`src/rtl/dotp_job_scheduler.sv`:
```
// dotp_job_scheduler
//   Queues dot-product job descriptors in a small FIFO and hands them, one at
//   a time and strictly in arrival order, to a dot-product controller.
//
//   Ports
//     clk, rst                     clock (rising edge), async active-low reset
//     job_valid / job_ready        descriptor push handshake
//     job_a_addr, job_b_addr,
//     job_out_addr, job_len        descriptor being pushed
//     ctl_start                    one-cycle launch pulse to the controller
//     ctl_a_addr, ctl_b_addr,
//     ctl_out_addr, ctl_len        descriptor of the active job
//     ctl_done                     controller completion pulse
//     busy                         scheduler has an active or queued job
//     fifo_count                   number of queued descriptors
//     jobs_done                    completed-job counter (wraps)
//     timeout_err                  sticky: a job was aborted by the watchdog
//     err_clr                      clears timeout_err
module dotp_job_scheduler #(
  parameter int DEPTH   = 4,
  parameter int TIMEOUT = 1024
) (
  input  logic                     clk,
  input  logic                     rst,
  input  logic                     job_valid,
  output logic                     job_ready,
  input  logic [31:0]              job_a_addr,
  input  logic [31:0]              job_b_addr,
  input  logic [31:0]              job_out_addr,
  input  logic [31:0]              job_len,
  output logic                     ctl_start,
  output logic [31:0]              ctl_a_addr,
  output logic [31:0]              ctl_b_addr,
  output logic [31:0]              ctl_out_addr,
  output logic [31:0]              ctl_len,
  input  logic                     ctl_done,
  output logic                     busy,
  output logic [$clog2(DEPTH):0]   fifo_count,
  output logic [15:0]              jobs_done,
  output logic                     timeout_err,
  input  logic                     err_clr
);

  localparam int PW = $clog2(DEPTH);
  localparam int CW = PW + 1;
  localparam int TW = $clog2(TIMEOUT + 1);

  typedef struct packed {
    logic [31:0] aAddr;
    logic [31:0] bAddr;
    logic [31:0] outAddr;
    logic [31:0] len;
  } desc_t;

  typedef enum logic [1:0] {
    IDLE,
    LAUNCH,
    WAIT,
    GAP
  } state_t;

  desc_t           mem_q [DEPTH];
  logic [PW-1:0]   wrPtr_q;
  logic [PW-1:0]   rdPtr_q;
  logic [CW-1:0]   count_q;
  logic [CW-1:0]   count_d;
  state_t          state_q;
  logic [TW-1:0]   waitTimer_q;
  desc_t           ctlDesc_q;
  logic            ctlStart_q;
  logic [15:0]     jobsDone_q;
  logic            timeoutErr_q;

  logic            push;
  logic            pop;
  desc_t           jobDesc;
  desc_t           headDesc;

  // Handshake and FIFO head. A pop only happens from IDLE, so the FSM and the
  // pointer logic agree on exactly when the head leaves the queue.
  assign jobDesc   = {job_a_addr, job_b_addr, job_out_addr, job_len};
  assign headDesc  = mem_q[rdPtr_q];
  assign job_ready = (count_q < CW'(DEPTH));
  assign push      = job_valid && job_ready;
  assign pop       = (state_q == IDLE) && (count_q != '0);

  // Occupancy next-state: a push and a pop on the same edge cancel out.
  always_comb begin
    count_d = count_q;
    case ({push, pop})
      2'b10:   count_d = count_q + CW'(1);
      2'b01:   count_d = count_q - CW'(1);
      default: count_d = count_q;
    endcase
  end

  // Descriptor storage. No reset needed: the pointers and count decide what
  // is valid, and a reset empties the queue by clearing those.
  always_ff @(posedge clk) begin
    if (push) begin
      mem_q[wrPtr_q] <= jobDesc;
    end
  end

  // Pointers wrap naturally because DEPTH is a power of two.
  always_ff @(posedge clk or negedge rst) begin
    if (!rst) begin
      wrPtr_q <= '0;
      rdPtr_q <= '0;
      count_q <= '0;
    end else begin
      if (push) begin
        wrPtr_q <= wrPtr_q + PW'(1);
      end
      if (pop) begin
        rdPtr_q <= rdPtr_q + PW'(1);
      end
      count_q <= count_d;
    end
  end

  // Job sequencing FSM. ctl_start is registered out of LAUNCH, so it is high
  // during the first WAIT cycle. Zero-length jobs skip the controller and
  // count as done straight away. A timeout on the same edge as err_clr wins
  // because its assignment comes later in the block.
  always_ff @(posedge clk or negedge rst) begin
    if (!rst) begin
      state_q      <= IDLE;
      waitTimer_q  <= '0;
      ctlDesc_q    <= '0;
      ctlStart_q   <= 1'b0;
      jobsDone_q   <= '0;
      timeoutErr_q <= 1'b0;
    end else begin
      ctlStart_q <= 1'b0;
      if (err_clr) begin
        timeoutErr_q <= 1'b0;
      end
      case (state_q)
        IDLE: begin
          if (pop) begin
            ctlDesc_q <= headDesc;
            if (headDesc.len == '0) begin
              jobsDone_q <= jobsDone_q + 16'd1;
              state_q    <= GAP;
            end else begin
              state_q <= LAUNCH;
            end
          end
        end
        LAUNCH: begin
          ctlStart_q  <= 1'b1;
          waitTimer_q <= '0;
          state_q     <= WAIT;
        end
        WAIT: begin
          if (ctl_done) begin
            jobsDone_q <= jobsDone_q + 16'd1;
            state_q    <= GAP;
          end else if (waitTimer_q == TW'(TIMEOUT - 1)) begin
            timeoutErr_q <= 1'b1;
            state_q      <= GAP;
          end else begin
            waitTimer_q <= waitTimer_q + TW'(1);
          end
        end
        GAP: begin
          state_q <= IDLE;
        end
        default: begin
          state_q <= IDLE;
        end
      endcase
    end
  end

  assign ctl_start    = ctlStart_q;
  assign ctl_a_addr   = ctlDesc_q.aAddr;
  assign ctl_b_addr   = ctlDesc_q.bAddr;
  assign ctl_out_addr = ctlDesc_q.outAddr;
  assign ctl_len      = ctlDesc_q.len;
  assign fifo_count   = count_q;
  assign jobs_done    = jobsDone_q;
  assign timeout_err  = timeoutErr_q;
  assign busy         = (state_q != IDLE) || (count_q != '0);

endmodule

```
`config.mk`:
```
export PLATFORM = sky130hd
export DESIGN_NAME = dotp_job_scheduler
export DESIGN_NICKNAME = d
export VERILOG_FILES = /design/src/rtl/dotp_job_scheduler.sv
export SDC_FILE = /design/constraint.sdc
export NUM_CORES = 1
export LEC_CHECK = 0
export ABC_AREA = 1
export CAP_MARGIN = 15
export CORE_ASPECT_RATIO = 1.25
export CORE_MARGIN = 2
export CORE_UTILIZATION = 60
export CTS_CLUSTER_SIZE = 8
export DETAILED_ROUTE_END_ITERATION = 7
export GPL_ROUTABILITY_DRIVEN = 0
export GPL_TIMING_DRIVEN = 0
export PLACE_DENSITY = 0.95
export SLEW_MARGIN = 20
export SYNTH_ARGS = -nofsm -noshare
export SYNTH_HDL_FRONTEND = slang
export SYNTH_SLANG_ARGS = --single-unit
```
`constraint.sdc`:
```
create_clock -name clk -period 20.8 [get_ports clk]
set_input_delay 4.16 -clock clk [delete_from_list [all_inputs] [get_ports clk]]
set_output_delay 4.16 -clock clk [all_outputs]
set_load 0.005 [all_outputs]
```
==> results of run 1 <==
==> Yosys cell counts (2+ instances only) <==
cell type	instances
nand4_1	25
clkbuf_1	69
o21ai_0	211
o21ai_1	21
buf_6	6
ha_1	11
dfrtp_1	166
buf_2	14
inv_1	38
buf_4	3
edfxtp_1	512
or2_2	2
xnor2_1	5
inv_2	2
a31oi_1	96
buf_1	28
nand3_1	75
xor2_1	12
nor2_1	510
nand2_1	280
a21oi_1	8
nor3_1	13
==> registers in the layout (all words and copies together), names as in the netlist <==
name,cells
rdPtr_q,2
timeout_err,1
ctl_out_addr,32
wrPtr_q,2
ctl_a_addr,32
state_q,2
waitTimer_q,11
ctl_b_addr,32
mem_q,512
jobs_done,16
ctl_start,1
fifo_count,3
ctl_len,32
==> cells by family (layout without fill, tap and decap cells) <==
logic type	count (synthesis)	after routing	share of synthesized area, %
adder cells (fa/ha/maj)	12	12	0.6076
buffers and inverters	161	639	2.614
flip-flops	678	678	75.27
AND/OR/NAND/NOR	908	908	13.87
multiplexers	1	1	0.04340
AO/OA/AOI/OAI	339	339	7.026
XOR/XNOR	17	17	0.5738
other	0	2	0
==> layer usage <==
metal / share of wire, % / up-vias / global-route usage, %
met5: 0.055 / - / 0
met4: 5.1 / 6 / 17.48
met3: 11 / 308 / 8.018
met2: 51 / 1628 / 57.82
met1: 33 / 9391 / 38.94
li1: - / 8251 / -
==> stage by stage <==
| step | hold WS [ps] | worst slack (ps) |
|---|---|---|
| 5_1_grt | 505.0 | 14340 |
| 6_report | 482.5 | 14430 |
| 3_5_place_dp | 472.5 | 14130 |
| 4_1_cts | 484.6 | 14430 |
| 2_1_floorplan | 463.7 | 10520 |
| 3_3_place_gp | 464.8 | 5899 |
==> critical path, cell delays in order, from the launching register on <==
cell	delay [ps]
dfrtp_1	390
inv_1	130
ha_1	260
nand4_1	270
clkdlybuf4s50_1	530
==> layout make-up <==
cell class	instances	share of cell area, %
antenna	2	0.01523
buffer	120	1.596
clock buffer	163	8.042
clock inverter	6	0.2856
inverter	41	0.4684
multi-input combinational	1277	17.56
sequential	678	59.43
tap	565	2.151
timing repair buffer	309	10.45
==> worst max-delay path by stage <==
stage	to	cells past startpoint	slack (ps)
final	busy	4	14430
after global routing	busy	4	14340
after CTS	busy	4	14430
after detailed placement	mem_q[1][126]	6	14130
after global placement	mem_q[1][125]	3	5900
after floorplan	mem_q[0][0]	2	10520
==> report_power, final <==
group	internal (mW)	total (mW)	switching, mW	leakage (nW)
combinational	0.637	1.75	1.12	4.02
sequential	1.75	1.90	0.143	6.61
clock	0.855	1.42	0.567	1.30
total	3.25	5.07	1.83	11.9
==> placed cells by master, fill, tap and decap left out, types with 8 or more instances in the layout <==
master and instances:
dfrtp_1 166, o21ai_1 21, clkbuf_16 95, edfxtp_1 512
nand2_1 280, buf_12 16, buf_1 28, ha_1 11
buf_2 14, nor3_1 13, a21oi_1 8, inv_1 38
o21ai_0 211, xor2_1 12, clkdlybuf4s50_1 282, clkbuf_1 136
a31oi_1 96, nor2_1 506, nand3_1 75, buf_16 10
nand4_1 25
==> out/metrics.cfg, run 1 <==
[outcome]
outcome=completed

[die]
die_h_um=236.5
io_pins=284
dieArea_sq_mm=0.04493
start_util_pct=60.54
die-width_um=190.0
design.core.area_sq_mm=0.04286
rows=85

[place]
io_buffer_count=283
place_inst=2990
post_dp_cell_area_sq_mm=0.03012
dp_hpwl_um=45920

[sta]
maxSlewHeadroom_pct=30.53
final-setup-viol-count=0
slew_violations=0
finalCritPeriodShare_pct=30.61
final_hold_viol_count=0
setup_tns_ps=0
fin_worst_skew_ps=25.34
post-route-min-period_ps=6368
worst_slew_pin_slew_ps=1042
rsz0062_at_grt=false
fmax_ghz=0.1570

[logic_synthesis]
synth.area.top_cells=edfxtp_1, dfrtp_1, nor2_1
synth_top_area_share_pct=59.26
synth_ff_type=edfxtp_1
yosys.cell_types.count=31
syn_inst=2116
postSynthAreaPerCell_sq_um=12.26
ys_warn_count=0
synth_area_sq_mm=0.02595
synth-async-reset-ratio_pct=24.48
synth_edf_count=512
yosysTopAreaCell=edfxtp_1
ys_ff_latch=678
ys_seq_area_share_pct=75.27
syn_nets=2261

[worst_setup_path]
startpoint_type=flop
crit_path_max_fanout=4
cp-end-kind=output port
rrSetupSlack_ps=16640
crit_type=flop to output port
crit_arrival_ps=2210
r2r_cells=13
r2r_end=fifo_count[2]
r2r-start=state_q[0]
critPathRequiredTime_ps=16640
startpoint=state_q[0]

[cts]
htreeDepth=3
clockBufferDepth=3
cts_resized=0
hold_buffers=0
cts_setup_buffers=0
clkSlewWorstSetupHoldPaths_ps=50
clkLatencyLatePin_ps=650
cts_buffers=94
cts_tree=done
cts_root_buf=clkbuf_16
cts_sinks=678

[hold_path]
whs_endpoint=ctl_len[27]
holdPathStages=2
min_path_type=flop to flop
hp-start=ctl_len[27]

[routing]
wl_per_cell_um=23.64
drt_wl_total_um=74730
antenna_left=0
avgViaCountPerCell=6.196
drc=0
firstDrtPassIters=6
via_count=19580
drtIter0Drc=2264

[power]
p_per_area_mw_per_mm2=154.3
power.leakage_nw=11.93
ir_drop_uv=109.6
power.total_mw=5.071

[grt]
antenna_found_initial=5
grt_pass1_vias=20070
grt_pass1_wl_um=112900
grt_util_all_layers_pct=33.52
overflow=0
grt_max_degree=93

[final_layout]
multiInputGateArea_sq_mm=0.005769
nNetsFinal=2666
finish.utilization_pct=76.66
fill_cells=2266
ff_latch_area_sq_mm=0.01953
drive_above_1_share_pct=6.284
final_cells=3161
fin_area_sq_mm=0.03286
syn_to_final_growth_pct=26.64

[run]
max_cap_viol_count=0

(Power assumes the default switching activity.)
==> run 2, diff against run 1 <==
--- a/config.mk
+++ b/config.mk
@@ -9,12 +9,12 @@
 export CAP_MARGIN = 15
 export CORE_ASPECT_RATIO = 1.25
 export CORE_MARGIN = 2
-export CORE_UTILIZATION = 60
+export CORE_UTILIZATION = 56
 export CTS_CLUSTER_SIZE = 8
 export DETAILED_ROUTE_END_ITERATION = 7
 export GPL_ROUTABILITY_DRIVEN = 0
 export GPL_TIMING_DRIVEN = 0
-export PLACE_DENSITY = 0.95
+export PLACE_DENSITY = 0.9
 export SLEW_MARGIN = 20
 export SYNTH_ARGS = -nofsm -noshare
 export SYNTH_HDL_FRONTEND = slang
==> constraint.sdc (replaced) <==
create_clock -name clk -period 6.6 [get_ports clk]
set_input_delay 1.32 -clock clk [delete_from_list [all_inputs] [get_ports clk]]
set_output_delay 1.32 -clock clk [all_outputs]
set_load 0.005 [all_outputs]
==> out/metrics.cfg, run 2 (synthesized netlist as in run 1, its figures left out) <==
[sta]
final_hold_viol_count=0
rsz0062_at_grt=false
fin_worst_skew_ps=22.80
worst_slew_pin_slew_ps=929.4
final-setup-viol-count=0
slew_violations=0
finalCritPeriodShare_pct=61.97
hold-worst-slack_ps=487.9
fin_ws_ps=2510
fmax_ghz=0.2445
maxSlewHeadroom_pct=38.04
post-route-min-period_ps=4090

[die]
die_h_um=244.7
design.core.area_sq_mm=0.04591
rows=88
die-width_um=196.5
io_pins=284
start_util_pct=56.51
dieArea_sq_mm=0.04808

[worst_setup_path]
crit_type=flop to flop
worstPathCellList=inv_1 -> ha_1 -> nand2_1 -> buf_2 -> clkinv_1 -> clkbuf_1 -> clkbuf_1 -> ha_1 -> inv_1 -> fa_1 -> a21oi_1 -> o21ai_0 -> xor2_1
startpoint_type=flop
cp-end-kind=flop
crit_path_max_fanout=10
critical-path-top-delay-family=buffers and inverters
cpPeakStageDelay_ps=720
crit_arrival_ps=4590
critPathRequiredTime_ps=7100
slowest_stage=clkbuf_1
cp.buffers_inverters=6

[routing]
avgViaCountPerCell=6.000
drtIter0Drc=2028
drt_wl_total_um=73680
antenna_left=0
wl_per_cell_um=23.09
drc=0
firstDrtPassIters=6
via_count=19150

[cts]
cts_resized=0
cts_sinks=678
cts_tree=done
clkSlewWorstSetupHoldPaths_ps=50
htreeDepth=3
clkLatencyLatePin_ps=640
clockBufferDepth=3
hold_buffers=0
cts_buffers=94
cts_setup_buffers=0
cts_root_buf=clkbuf_16

[grt]
grt_max_degree=78
grt_util_all_layers_pct=30.71
overflow=0
antenna_found_initial=6
grt_pass1_wl_um=111400
grt_pass1_vias=20150

[final_layout]
nNetsFinal=2667
drive_above_1_share_pct=6.267
top_register=mem_q
ff_latch_area_sq_mm=0.01953
fin_area_sq_mm=0.03296
final_common_cell=edfxtp_1
fill_cells=2717
syn_to_final_growth_pct=27.01
largest_reg_flops=512
most-common-layout-cells=edfxtp_1, nor2_1, clkdlybuf4s50_1, nand2_1, o21ai_0
multiInputGateArea_sq_mm=0.005769

[place]
post_dp_cell_area_sq_mm=0.03021
dp_hpwl_um=46000
pre_cts_slack_ps=2597
io_buffer_count=283

[power]
p_per_area_mw_per_mm2=483.0
power.total_mw=15.92
power.leakage_nw=11.96
ir_drop_uv=344.6

[hold_path]
min_path_type=flop to flop

[run]
max_cap_viol_count=0

[outcome]
outcome=completed

[run 2: cell count changes in the layout (fill, tap and decap cells not counted), sizes merged]
cell / previous run / this run
clkbuf: 232 / 240
diode: 2 / 5
inv: 42 / 43
buf: 78 / 79
clkinv: 5 / 2
[run 2: worst paths after layout]
check                           cells after the start        start            end  slack [ps]
worst min-delay path                                2  ctl_len[14]    ctl_len[14]         490
max in group asynchronous                           3          rst  ctl_a_addr[8]        4970
worst max-delay path                               13   state_q[1]  fifo_count[2]        2510
min in group asynchronous                           1          rst    ctl_len[13]         560
worst min register to register                      2  ctl_len[14]    ctl_len[14]         490
worst max register to register                     13   state_q[1]  fifo_count[2]        2510
[run 2: area by class of cell]
class	count	area share (%)
well taps	585	2.221
diodes	5	0.03797
flip-flops and latches	678	59.26
repair buffers	310	10.62
clock buffers	171	8.174
inverters	41	0.4670
clock inverters	4	0.1291
multi-input cells	1277	17.51
plain buffers	120	1.591
[run 2: routing by layer]
layer / part of all wire (%) / vias up / track usage [%]
li1: - / 8243 / -
met1: 34 / 9283 / 35.30
met2: 51 / 1339 / 53.17
met3: 10 / 276 / 6.952
met4: 5.1 / 6 / 17.38
met5: 0.056 / - / 0
[run 2: worst reg2reg max path: cells and delay by family (launching register included)]
family	cells	cell delay (ps)
buf+inv	6	1920
fa+ha+maj	3	930
flops	1	400
compound gates	2	320
simple gates	1	240
xor+xnor	1	160
[run 2: per-stage QoR]
step                std cells  setup TNS [ps]  utilization [%]
global route             3188               0            71.76
CTS                      3186               0            71.75
global placement         2984        -3503580            64.27
finish                   3191               0            71.78
detailed placement       3011               0            65.79
floorplan                2116         -430710                -
[run 2: power by group]
group / leakage, nW / switching (mW) / internal [mW] / total (mW)
sequential: 6.61 / 0.442 / 5.53 / 5.97
combinational: 4.05 / 3.45 / 2.01 / 5.46
clock: 1.30 / 1.77 / 2.72 / 4.49
total: 12.0 / 5.66 / 10.3 / 15.9
